[config.mk]
export PLATFORM = sky130hd
export DESIGN_NAME = lsu_ctrl_flat
export DESIGN_NICKNAME = d
export VERILOG_FILES = /design/src/rtl/lsu_ctrl_if.sv /design/src/rtl/lsu_ctrl.sv /design/src/flat_wrapper.sv
export SDC_FILE = /design/constraint.sdc
export NUM_CORES = 1
export LEC_CHECK = 0
export ABC_AREA = 1
export CAP_MARGIN = 10
export CORE_ASPECT_RATIO = 0.9
export CORE_UTILIZATION = 45
export DETAILED_ROUTE_END_ITERATION = 7
export GPL_ROUTABILITY_DRIVEN = 0
export GPL_TIMING_DRIVEN = 1
export PLACE_DENSITY = 0.76
export SYNTH_ARGS = -nofsm -noshare
export SYNTH_HDL_FRONTEND = slang
export SYNTH_SLANG_ARGS = --single-unit
[constraint.sdc]
create_clock -name Clk -period 3.9 [get_ports Clk]
set_clock_uncertainty 0.05 [all_clocks]
set_input_delay 1.17 -clock Clk [delete_from_list [all_inputs] [get_ports Clk]]
set_output_delay 1.17 -clock Clk [all_outputs]
set_load 0.01 [all_outputs]
[src/rtl/lsu_ctrl_if.sv]
// Request/response handshake and data-memory bus of the load/store unit.
interface lsu_ctrl_if;
  // Execute-stage request
  logic        req_valid;
  logic        req_ready;
  logic        req_we;
  logic [1:0]  req_size;
  logic        req_signed;
  logic [15:0] req_addr;
  logic [31:0] req_wdata;
  // Completion
  logic        rsp_valid;
  logic [31:0] rsp_rdata;
  logic        rsp_fault;
  // Data memory
  logic [15:0] Ad;
  logic [31:0] WrData;
  logic [2:0]  MemWr;
  logic [1:0]  DMcut_sel;
  logic [31:0] DM;

  // Unit side
  modport slave (
    input  req_valid, req_we, req_size, req_signed, req_addr, req_wdata, DM,
    output req_ready, rsp_valid, rsp_rdata, rsp_fault, Ad, WrData, MemWr, DMcut_sel
  );

  // Requester / memory side
  modport master (
    output req_valid, req_we, req_size, req_signed, req_addr, req_wdata, DM,
    input  req_ready, rsp_valid, rsp_rdata, rsp_fault, Ad, WrData, MemWr, DMcut_sel
  );
endinterface

[src/rtl/lsu_ctrl.sv]
// Load/store control unit: one request at a time, alignment/range checking,
// halfword stores split into two byte writes, load data extended locally.
module lsu_ctrl #(
  parameter logic [15:0] ADDR_LO = 16'hFF00
) (
  input  logic       Clk,
  input  logic       Reset,
  lsu_ctrl_if.slave  bus
);

  localparam logic [1:0] StIdle = 2'd0;
  localparam logic [1:0] StAcc0 = 2'd1;
  localparam logic [1:0] StAcc1 = 2'd2;
  localparam logic [1:0] StResp = 2'd3;

  localparam logic [1:0] SzByte = 2'd0;
  localparam logic [1:0] SzHalf = 2'd1;
  localparam logic [1:0] SzWord = 2'd2;
  localparam logic [1:0] SzBad  = 2'd3;

  localparam logic [2:0] WrNone = 3'd0;
  localparam logic [2:0] WrWord = 3'd1;
  localparam logic [2:0] WrByte = 3'd2;

  logic [1:0]  state_q, state_d;
  logic        we_q, we_d;
  logic [1:0]  size_q, size_d;
  logic        signed_q, signed_d;
  logic [15:0] addr_q, addr_d;
  logic [31:0] wdata_q, wdata_d;
  logic        fault_q, fault_d;
  logic [31:0] rdata_q, rdata_d;

  logic        req_fault;
  logic [31:0] load_ext;

  // Fault decision is made from the live request fields at acceptance.
  always_comb begin
    req_fault = 1'b0;
    if (bus.req_size == SzBad) req_fault = 1'b1;
    if (bus.req_addr < ADDR_LO) req_fault = 1'b1;
    if (bus.req_size == SzHalf && bus.req_addr[0]) req_fault = 1'b1;
    if (bus.req_size == SzWord && bus.req_addr[1:0] != 2'b00) req_fault = 1'b1;
  end

  // Extract the big-endian leading bytes of DM so unused bytes never propagate.
  always_comb begin
    unique case (size_q)
      SzByte:  load_ext = {{24{signed_q & bus.DM[31]}}, bus.DM[31:24]};
      SzHalf:  load_ext = {{16{signed_q & bus.DM[31]}}, bus.DM[31:16]};
      default: load_ext = bus.DM;
    endcase
  end

  // Next-state and request/load register updates.
  always_comb begin
    state_d  = state_q;
    we_d     = we_q;
    size_d   = size_q;
    signed_d = signed_q;
    addr_d   = addr_q;
    wdata_d  = wdata_q;
    fault_d  = fault_q;
    rdata_d  = rdata_q;
    unique case (state_q)
      StIdle: begin
        if (bus.req_valid) begin
          we_d     = bus.req_we;
          size_d   = bus.req_size;
          signed_d = bus.req_signed;
          addr_d   = bus.req_addr;
          wdata_d  = bus.req_wdata;
          fault_d  = req_fault;
          rdata_d  = 32'h0;
          state_d  = req_fault ? StResp : StAcc0;
        end
      end
      StAcc0: begin
        if (!we_q) begin
          rdata_d = load_ext;
          state_d = StResp;
        end else if (size_q == SzHalf) begin
          state_d = StAcc1;
        end else begin
          state_d = StResp;
        end
      end
      StAcc1: state_d = StResp;
      default: state_d = StIdle;
    endcase
  end

  // State registers with asynchronous abort to IDLE.
  always_ff @(posedge Clk or posedge Reset) begin
    if (Reset) begin
      state_q  <= StIdle;
      we_q     <= 1'b0;
      size_q   <= 2'd0;
      signed_q <= 1'b0;
      addr_q   <= 16'h0;
      wdata_q  <= 32'h0;
      fault_q  <= 1'b0;
      rdata_q  <= 32'h0;
    end else begin
      state_q  <= state_d;
      we_q     <= we_d;
      size_q   <= size_d;
      signed_q <= signed_d;
      addr_q   <= addr_d;
      wdata_q  <= wdata_d;
      fault_q  <= fault_d;
      rdata_q  <= rdata_d;
    end
  end

  // Handshake and response outputs; response fields are zero outside RESP.
  always_comb begin
    bus.req_ready = (state_q == StIdle) && !Reset;
    bus.rsp_valid = (state_q == StResp);
    bus.rsp_rdata = (state_q == StResp) ? rdata_q : 32'h0;
    bus.rsp_fault = (state_q == StResp) ? fault_q : 1'b0;
  end

  // Memory bus drive; idle outside the access states.
  always_comb begin
    bus.Ad        = 16'h0;
    bus.WrData    = 32'h0;
    bus.MemWr     = WrNone;
    bus.DMcut_sel = 2'd0;
    unique case (state_q)
      StAcc0: begin
        bus.Ad = addr_q;
        if (we_q) begin
          unique case (size_q)
            SzWord: begin
              bus.MemWr  = WrWord;
              bus.WrData = wdata_q;
            end
            SzHalf: begin
              bus.MemWr  = WrByte;
              bus.WrData = {24'h0, wdata_q[15:8]};
            end
            default: begin
              bus.MemWr  = WrByte;
              bus.WrData = {24'h0, wdata_q[7:0]};
            end
          endcase
        end
      end
      StAcc1: begin
        // Odd half addresses fault, so this increment cannot wrap.
        bus.Ad     = addr_q + 16'd1;
        bus.MemWr  = WrByte;
        bus.WrData = {24'h0, wdata_q[7:0]};
      end
      default: ;
    endcase
  end

endmodule

[src/flat_wrapper.sv]
// flat-port wrapper written by rule: the top's interface ports become plain ports
module lsu_ctrl_flat 
#(
  parameter logic [15:0] ADDR_LO = 16'hFF00
)
  (Clk, Reset, bus_req_valid, bus_req_we, bus_req_size, bus_req_signed, bus_req_addr, bus_req_wdata, bus_DM, bus_req_ready, bus_rsp_valid, bus_rsp_rdata, bus_rsp_fault, bus_Ad, bus_WrData, bus_MemWr, bus_DMcut_sel);
  lsu_ctrl_if bus_i ();
  input  logic Clk;
  input  logic Reset;
  input wire logic [$bits(bus_i.req_valid)-1:0] bus_req_valid;
  input wire logic [$bits(bus_i.req_we)-1:0] bus_req_we;
  input wire logic [$bits(bus_i.req_size)-1:0] bus_req_size;
  input wire logic [$bits(bus_i.req_signed)-1:0] bus_req_signed;
  input wire logic [$bits(bus_i.req_addr)-1:0] bus_req_addr;
  input wire logic [$bits(bus_i.req_wdata)-1:0] bus_req_wdata;
  input wire logic [$bits(bus_i.DM)-1:0] bus_DM;
  output wire logic [$bits(bus_i.req_ready)-1:0] bus_req_ready;
  output wire logic [$bits(bus_i.rsp_valid)-1:0] bus_rsp_valid;
  output wire logic [$bits(bus_i.rsp_rdata)-1:0] bus_rsp_rdata;
  output wire logic [$bits(bus_i.rsp_fault)-1:0] bus_rsp_fault;
  output wire logic [$bits(bus_i.Ad)-1:0] bus_Ad;
  output wire logic [$bits(bus_i.WrData)-1:0] bus_WrData;
  output wire logic [$bits(bus_i.MemWr)-1:0] bus_MemWr;
  output wire logic [$bits(bus_i.DMcut_sel)-1:0] bus_DMcut_sel;
  assign bus_i.req_valid = bus_req_valid;
  assign bus_i.req_we = bus_req_we;
  assign bus_i.req_size = bus_req_size;
  assign bus_i.req_signed = bus_req_signed;
  assign bus_i.req_addr = bus_req_addr;
  assign bus_i.req_wdata = bus_req_wdata;
  assign bus_i.DM = bus_DM;
  assign bus_req_ready = bus_i.req_ready;
  assign bus_rsp_valid = bus_i.rsp_valid;
  assign bus_rsp_rdata = bus_i.rsp_rdata;
  assign bus_rsp_fault = bus_i.rsp_fault;
  assign bus_Ad = bus_i.Ad;
  assign bus_WrData = bus_i.WrData;
  assign bus_MemWr = bus_i.MemWr;
  assign bus_DMcut_sel = bus_i.DMcut_sel;
  lsu_ctrl #(.ADDR_LO(ADDR_LO)) u_core (.Clk(Clk), .Reset(Reset), .bus(bus_i));
endmodule
==> impl_metrics.ini <==
[global_routing]
grt_pass1_wl_microns = 23400
grtUsageTotal_pct = 26.2
grt_pass1_vias = 4838
antenna_found_initial = 0
grt_max_degree = 76
gr-total-overflow = 0

[route]
drt_iter0_drc = 339
drc = 11
vias_per_cell = 5.18
wire_per_inst_microns = 14.9
first_pass_iters = 8
wirelength_microns = 14400
ant_nets = 0
via_count = 5007

[critical_path]
cp-start-kind = register
crit_type = reg -> out
cp_top_family = simple AND/OR/NAND/NOR gates
critPathBufInv = 2
critPathMaxFanout = 8
slowest_delay_ns = 0.56
critPathRequiredTime_ns = 2.68
worst_setup_path_end_kind = primary output
cp.arrival_ns = 2.50
path_cells = inv_1, ha_1, nand2_1, nor3_2, a22oi_1, nor2_1, clkdlybuf4s50_1
cp_slowest_cell = clkdlybuf4s50_1

[hold_path]
hold_class = reg -> reg

[power]
p_total_mw = 4.90
p_sw_share_pct = 42.7
p_comb_share_pct = 48.5
leakage_nw = 3.43
peakVddDrop_v = 0.000355
p_sw_mw = 2.09
clockPowerShare_pct = 19.5
seq_power_share_pct = 32.1
p_int_mw = 2.81
p_per_area_nw_per_um2 = 701

[synthesis]
ys_ff_latch = 87
synth.cell_area_sq_um = 4860
ys_seq_area_share_pct = 44.8
async_flop_share_pct = 100
synth_top_area_share_pct = 44.8
synth.avg_cell_area_sq_um = 7.23
synth_ff_type = dfrtp_1
synth_edf_count = 0
yosysWarnings = 0
yosys.area.top_type = dfrtp_1
synth_area_leaders = dfrtp_1 (45%), nand2_1 (17%), inv_1 (7.4%)
ys_types = 30
synthCells = 672

[floorplanning]
rows = 35
io-pin-count = 175
start_util_pct = 46.8
die_h_microns = 101
dieArea_sq_um = 11200
die-width_microns = 112
core-area_sq_um = 10400

[clock_network]
cts_setup_buffers = 0
insertion_delay_ns = 0.34
h-tree-depth = 3
cts.path.max_buffers = 2
cts_tree = yes
cts_made_buffers = 9
clockRootBuffer = clkbuf_16
clk_pin_slew_ns = 0.06
clock-sinks = 87

[placed_design]
dpl.hpwl_microns = 10500
portBuffers = 171
place_area_sq_um = 6660
post-place-ws_ns = 0.403

[sta]
final.setup.tns_ns = 0
slew_headroom_pct = 53.8
fin_crit_ns = 3.72
fmax_ghz = 0.269
grt_setup_unrepaired = true
finalHoldViolCount = 0
drv_slew = 0
setup_violations = 0
tightest_slew_ns = 0.692
min_period_over_period_pct = 95.3
setup_slack_ns = 0.181

[status]
violations = DRC
status = complete, but fails checks

[cells_and_area]
diodes = 0
post-route-util_pct = 67.4
num-nets-final = 927
area_delta_synth_final_pct = 44.0
fin_area_sq_um = 7000
drive_gt1_share_pct = 5.38
layout_common_cells = nand2_1 (222), clkdlybuf4s50_1 (171), inv_1 (94)
layout_commonest_cell = nand2_1

[job]
maxCapViolCount = 0
## routing by layer
layer,GRT usage [%],share of wire (%)
met1,34.7,43
met2,42.9,47
met3,6.13,8.3
met4,8.63,1.8
met5,0,0
## layout make-up
| type | count | area (sq um) |
|---|---|---|
| clock buffers | 9 | 225 |
| clock inverters | 7 | 103 |
| fillers | 883 | 3380 |
| inverters | 97 | 365 |
| multi-input cells | 456 | 2160 |
| flip-flops and latches | 87 | 2180 |
| well taps | 129 | 161 |
| repair buffers | 181 | 1800 |
## cell usage after synthesis (3+ instances only)
cell type / count
nor2_1: 71
nor3_1: 3
buf_4: 4
dfrtp_1: 87
inv_1: 96
o211ai_1: 3
a22oi_1: 14
a22o_1: 15
nand3_1: 18
clkbuf_1: 19
a21oi_1: 15
buf_2: 10
o21ai_2: 10
ha_1: 8
nand2_1: 222
o21ai_0: 57
## worst register-to-register path, delay by kind of cell, from the launching register on
kind            cells  cell delay [ns]
compound gates      2             0.55
flops               1             0.38
buf+inv             2             0.54
fa+ha+maj           1             0.39
simple gates        2             0.59
## sequential cells by signal, summed over array words and instances (netlist names)
register / cells
u_core.addr_q: 16
u_core.state_q: 2
u_core.fault_q: 1
u_core.wdata_q: 32
u_core.we_q: 1
u_core.rdata_q: 32
u_core.signed_q: 1
u_core.size_q: 2
## metrics by stage
stage | cells | hold slack (ns)
finish | 966 | 0.437
global placement | 950 | 0.418
detailed placement | 950 | 0.419
floorplan | 674 | 0.391
CTS | 966 | 0.436
global route | 966 | 0.456
## worst paths after layout
| kind | startpoint | end | slack, ns | depth (start not counted) |
|---|---|---|---|---|
| hold reg to reg | u_core.rdata_q[23]$_DFFE_PP0P_ | u_core.rdata_q[23]$_DFFE_PP0P_ | 0.44 | 2 |
| setup reg to reg | u_core.size_q[0]$_DFFE_PP0P_ | u_core.rdata_q[30]$_DFFE_PP0P_ | 1.31 | 7 |
| min in group asynchronous | Reset | u_core.rdata_q[16]$_DFFE_PP0P_ | 1.19 | 2 |
| setup / recovery | u_core.state_q[1]$_DFFE_PP0P_ | bus_WrData[0] | 0.18 | 7 |
| max in group asynchronous | Reset | u_core.size_q[0]$_DFFE_PP0P_ | 1.91 | 3 |
| hold / removal | u_core.rdata_q[23]$_DFFE_PP0P_ | u_core.rdata_q[23]$_DFFE_PP0P_ | 0.44 | 2 |
## what timing repair did
action                     4_1_cts  5_1_grt
resized for setup                0        1
setup endpoints to repair        0       12
hold buffers                     0        0
## power by group through the flow
stage	clock network [mW]	logic, mW	registers, mW
floorplan	0	1.55	1.49
global placement	0	2.28	1.56
detailed placement	0	2.35	1.57
CTS	0.964	2.37	1.57
global route	1.01	2.64	1.62
finish	0.954	2.37	1.57
## cells by family (layout without fill, tap and decap cells)
kind of cell,Yosys count,after routing,synth area share (%)
compound gates,122,122,15.7
fa+ha+maj,8,8,2.06
buf+inv,131,294,10.8
flops,87,87,44.8
other cells,1,3,0.0772
simple gates,323,323,26.5
Note: power is estimated with default switching activity, not from simulation.
==> RTL change (same settings) <==
`rdata_q` no longer has a reset.
--- a/src/rtl/lsu_ctrl.sv
+++ b/src/rtl/lsu_ctrl.sv
@@ -102,3 +102,2 @@
       fault_q  <= 1'b0;
-      rdata_q  <= 32'h0;
     end else begin
@@ -111,4 +110,7 @@
       fault_q  <= fault_d;
-      rdata_q  <= rdata_d;
     end
+  end
+
+  always_ff @(posedge Clk) begin
+    rdata_q <= rdata_d;
   end
Formal check against the unedited RTL: same outputs for any inputs over 10 cycles, from zero or initial values and one cycle with Reset high; that may be too few to reach the edited logic, so the function may still have changed.
==> RTL change against the unedited design <==
Total power is 4.6% higher; routed wire length fell by 6.4%; global-route usage down 2.0 points; design area is essentially flat; synthesized cell count shrank 4.2%; setup slack got worse by 37 ps; synthesized area up 0.31%; sequential cell count is the same; critical path type unchanged; core utilization hardly changed; the run still ends with design-rule violations left; sequential share of layout area rose by 2.3 points; sequential power rose by 11%.
==> RTL change: results (changes against the unedited design) <==
Synth Area in XOR/XNOR 0% (unchanged); nets@finish 900 (-2.9%); failing checks design-rule violations; largest cells by area after synthesis dfrtp_1, edfxtp_1, nand2_1, inv_1, o21ai_0; largest net degree at the start of global routing 54 (-29%); Leak Pwr 3.21 nW (-6.3%); drt drc 6 (-5); slowest CP cell clkdlybuf4s50_1; global-route wire length before repair 21500 µm (-7.9%); Max stage delay on crit path 550 ps; Synth Area in Adders 2.05% (-0.0064 points); status finished, violations left; PostCTS Resize Cnt 0 (unchanged); Yosys cell types 34 (+13%); initial antenna violation count 0 (unchanged); biggest regs u_core.rdata_q x32, u_core.wdata_q x32, u_core.addr_q x16; share of cells above drive strength 1 5.19% (-0.19 points); Clock H-tree levels 3 (unchanged); multiplexer area fraction after synthesis 0% (unchanged); Placement Cell Area 6670 µm² (about the same); dpl hpwl 10200 µm (-3.1%); vias in the first global route 4549 (-6.0%); fin. max-slew vios 0 (unchanged); EDFF count, synth 32 (+32); register area share after synthesis 48.0% (+3.1 points); Worst Path Max Fanout 9 (+1); IO buf count 171 (unchanged); Top delay family on crit path buffers and inverters; Setup Buffers After CTS 0 (unchanged); Via density 5.03 (-3.0%); clk buf depth 2 (unchanged); worst rel slew slack 56.2% (+2.4 points); Synth Warn # 0 (unchanged); filler instances 870 (-1.5%); CP arrival 2540 ps (+40 ps); Worst Hold Class flop to flop; Setup WS pre-CTS 431 ps (+27.9 ps); asr flop ratio synth 63.2% (-37 points); Clock Latency Late Sink 330 ps; post-synthesis compound-gate area fraction 13.3% (-2.4 points); router iterations before antenna repair 7 (-1); DR WL/cell 14.4 µm (-3.7%); ant diodes 0 (unchanged); clock root cell clkbuf_16; starting DRC count in detailed routing 272 (-20%); CTS Buf Count 9 (unchanged); Max VDD drop 0.328 mV (-7.6%); clk slew on worst S/H paths 60 ps (about the same); all-layer global routing usage 24.2% (-2.0 points); top post-synthesis cells by count nand2_1, inv_1, dfrtp_1, nor2_1, o21ai_0
[RTL change: worst min-delay path, delay by kind of cell, from the launching register on]
| kind | cells | cell delay [ps] |
|---|---|---|
| flip-flops | 1 | 340 |
| AND/OR/NAND/NOR | 2 | 110 |
[RTL change: cell families (layout without fill, tap and decap cells)]
family / after synthesis / count (layout)
AND/OR/NAND/NOR: 297 / 297
buffers and inverters: 137 / 301
AO/OA/AOI/OAI: 114 / 114
flip-flops: 87 / 87
adder cells (fa/ha/maj): 8 / 8
other: 1 / 3
[RTL change: layout make-up]
type,count,area (µm²),area share (%)
timing repair buffer,183,1810,25.9
clock buffer,10,229,3.27
multi-input combinational,422,1980,28.3
inverter,102,383,5.47
sequential,87,2340,33.4
tap,129,161,2.31
clock inverter,6,93.8,1.34
[RTL change: layer usage]
layer / up-vias / share of wire [%] / GRT usage (%)
li1: 2344 / - / -
met1: 2145 / 43 / 31.1
met2: 208 / 47 / 40.7
met4: 0 / 2.5 / 9.46
met5: - / 0 / 0
met3: 25 / 7.5 / 4.75
[RTL change: where the power goes]
group	total (mW)	internal [mW]	switching (mW)	leakage, nW
Sequential	1.75	1.49	0.261	0.996
Clock	0.927	0.568	0.359	0.159
Combinational	2.44	0.976	1.47	2.06
[RTL change: final timing paths]
path | start | endpoint | slack, ps | cells past startpoint
setup reg to reg | u_core.state_q[1] | u_core.rdata_q[29] | 1300 | 7
hold reg to reg | u_core.fault_q | u_core.fault_q | 430 | 2
hold / removal | u_core.fault_q | u_core.fault_q | 430 | 2
min in group asynchronous | Reset | u_core.we_q | 1230 | 2
max in group asynchronous | Reset | u_core.wdata_q[18] | 1890 | 3
setup / recovery | u_core.state_q[1] | bus_WrData[5] | 140 | 7
[RTL change: metrics by stage]
step,util [%],instances,power [mW]
3_5_place_dp,64.3,923,4.19
6_report,67.4,939,5.13
5_1_grt,67.4,939,5.50
4_1_cts,67.4,939,5.14
3_3_place_gp,64.3,923,4.11
2_1_floorplan,-,646,3.22
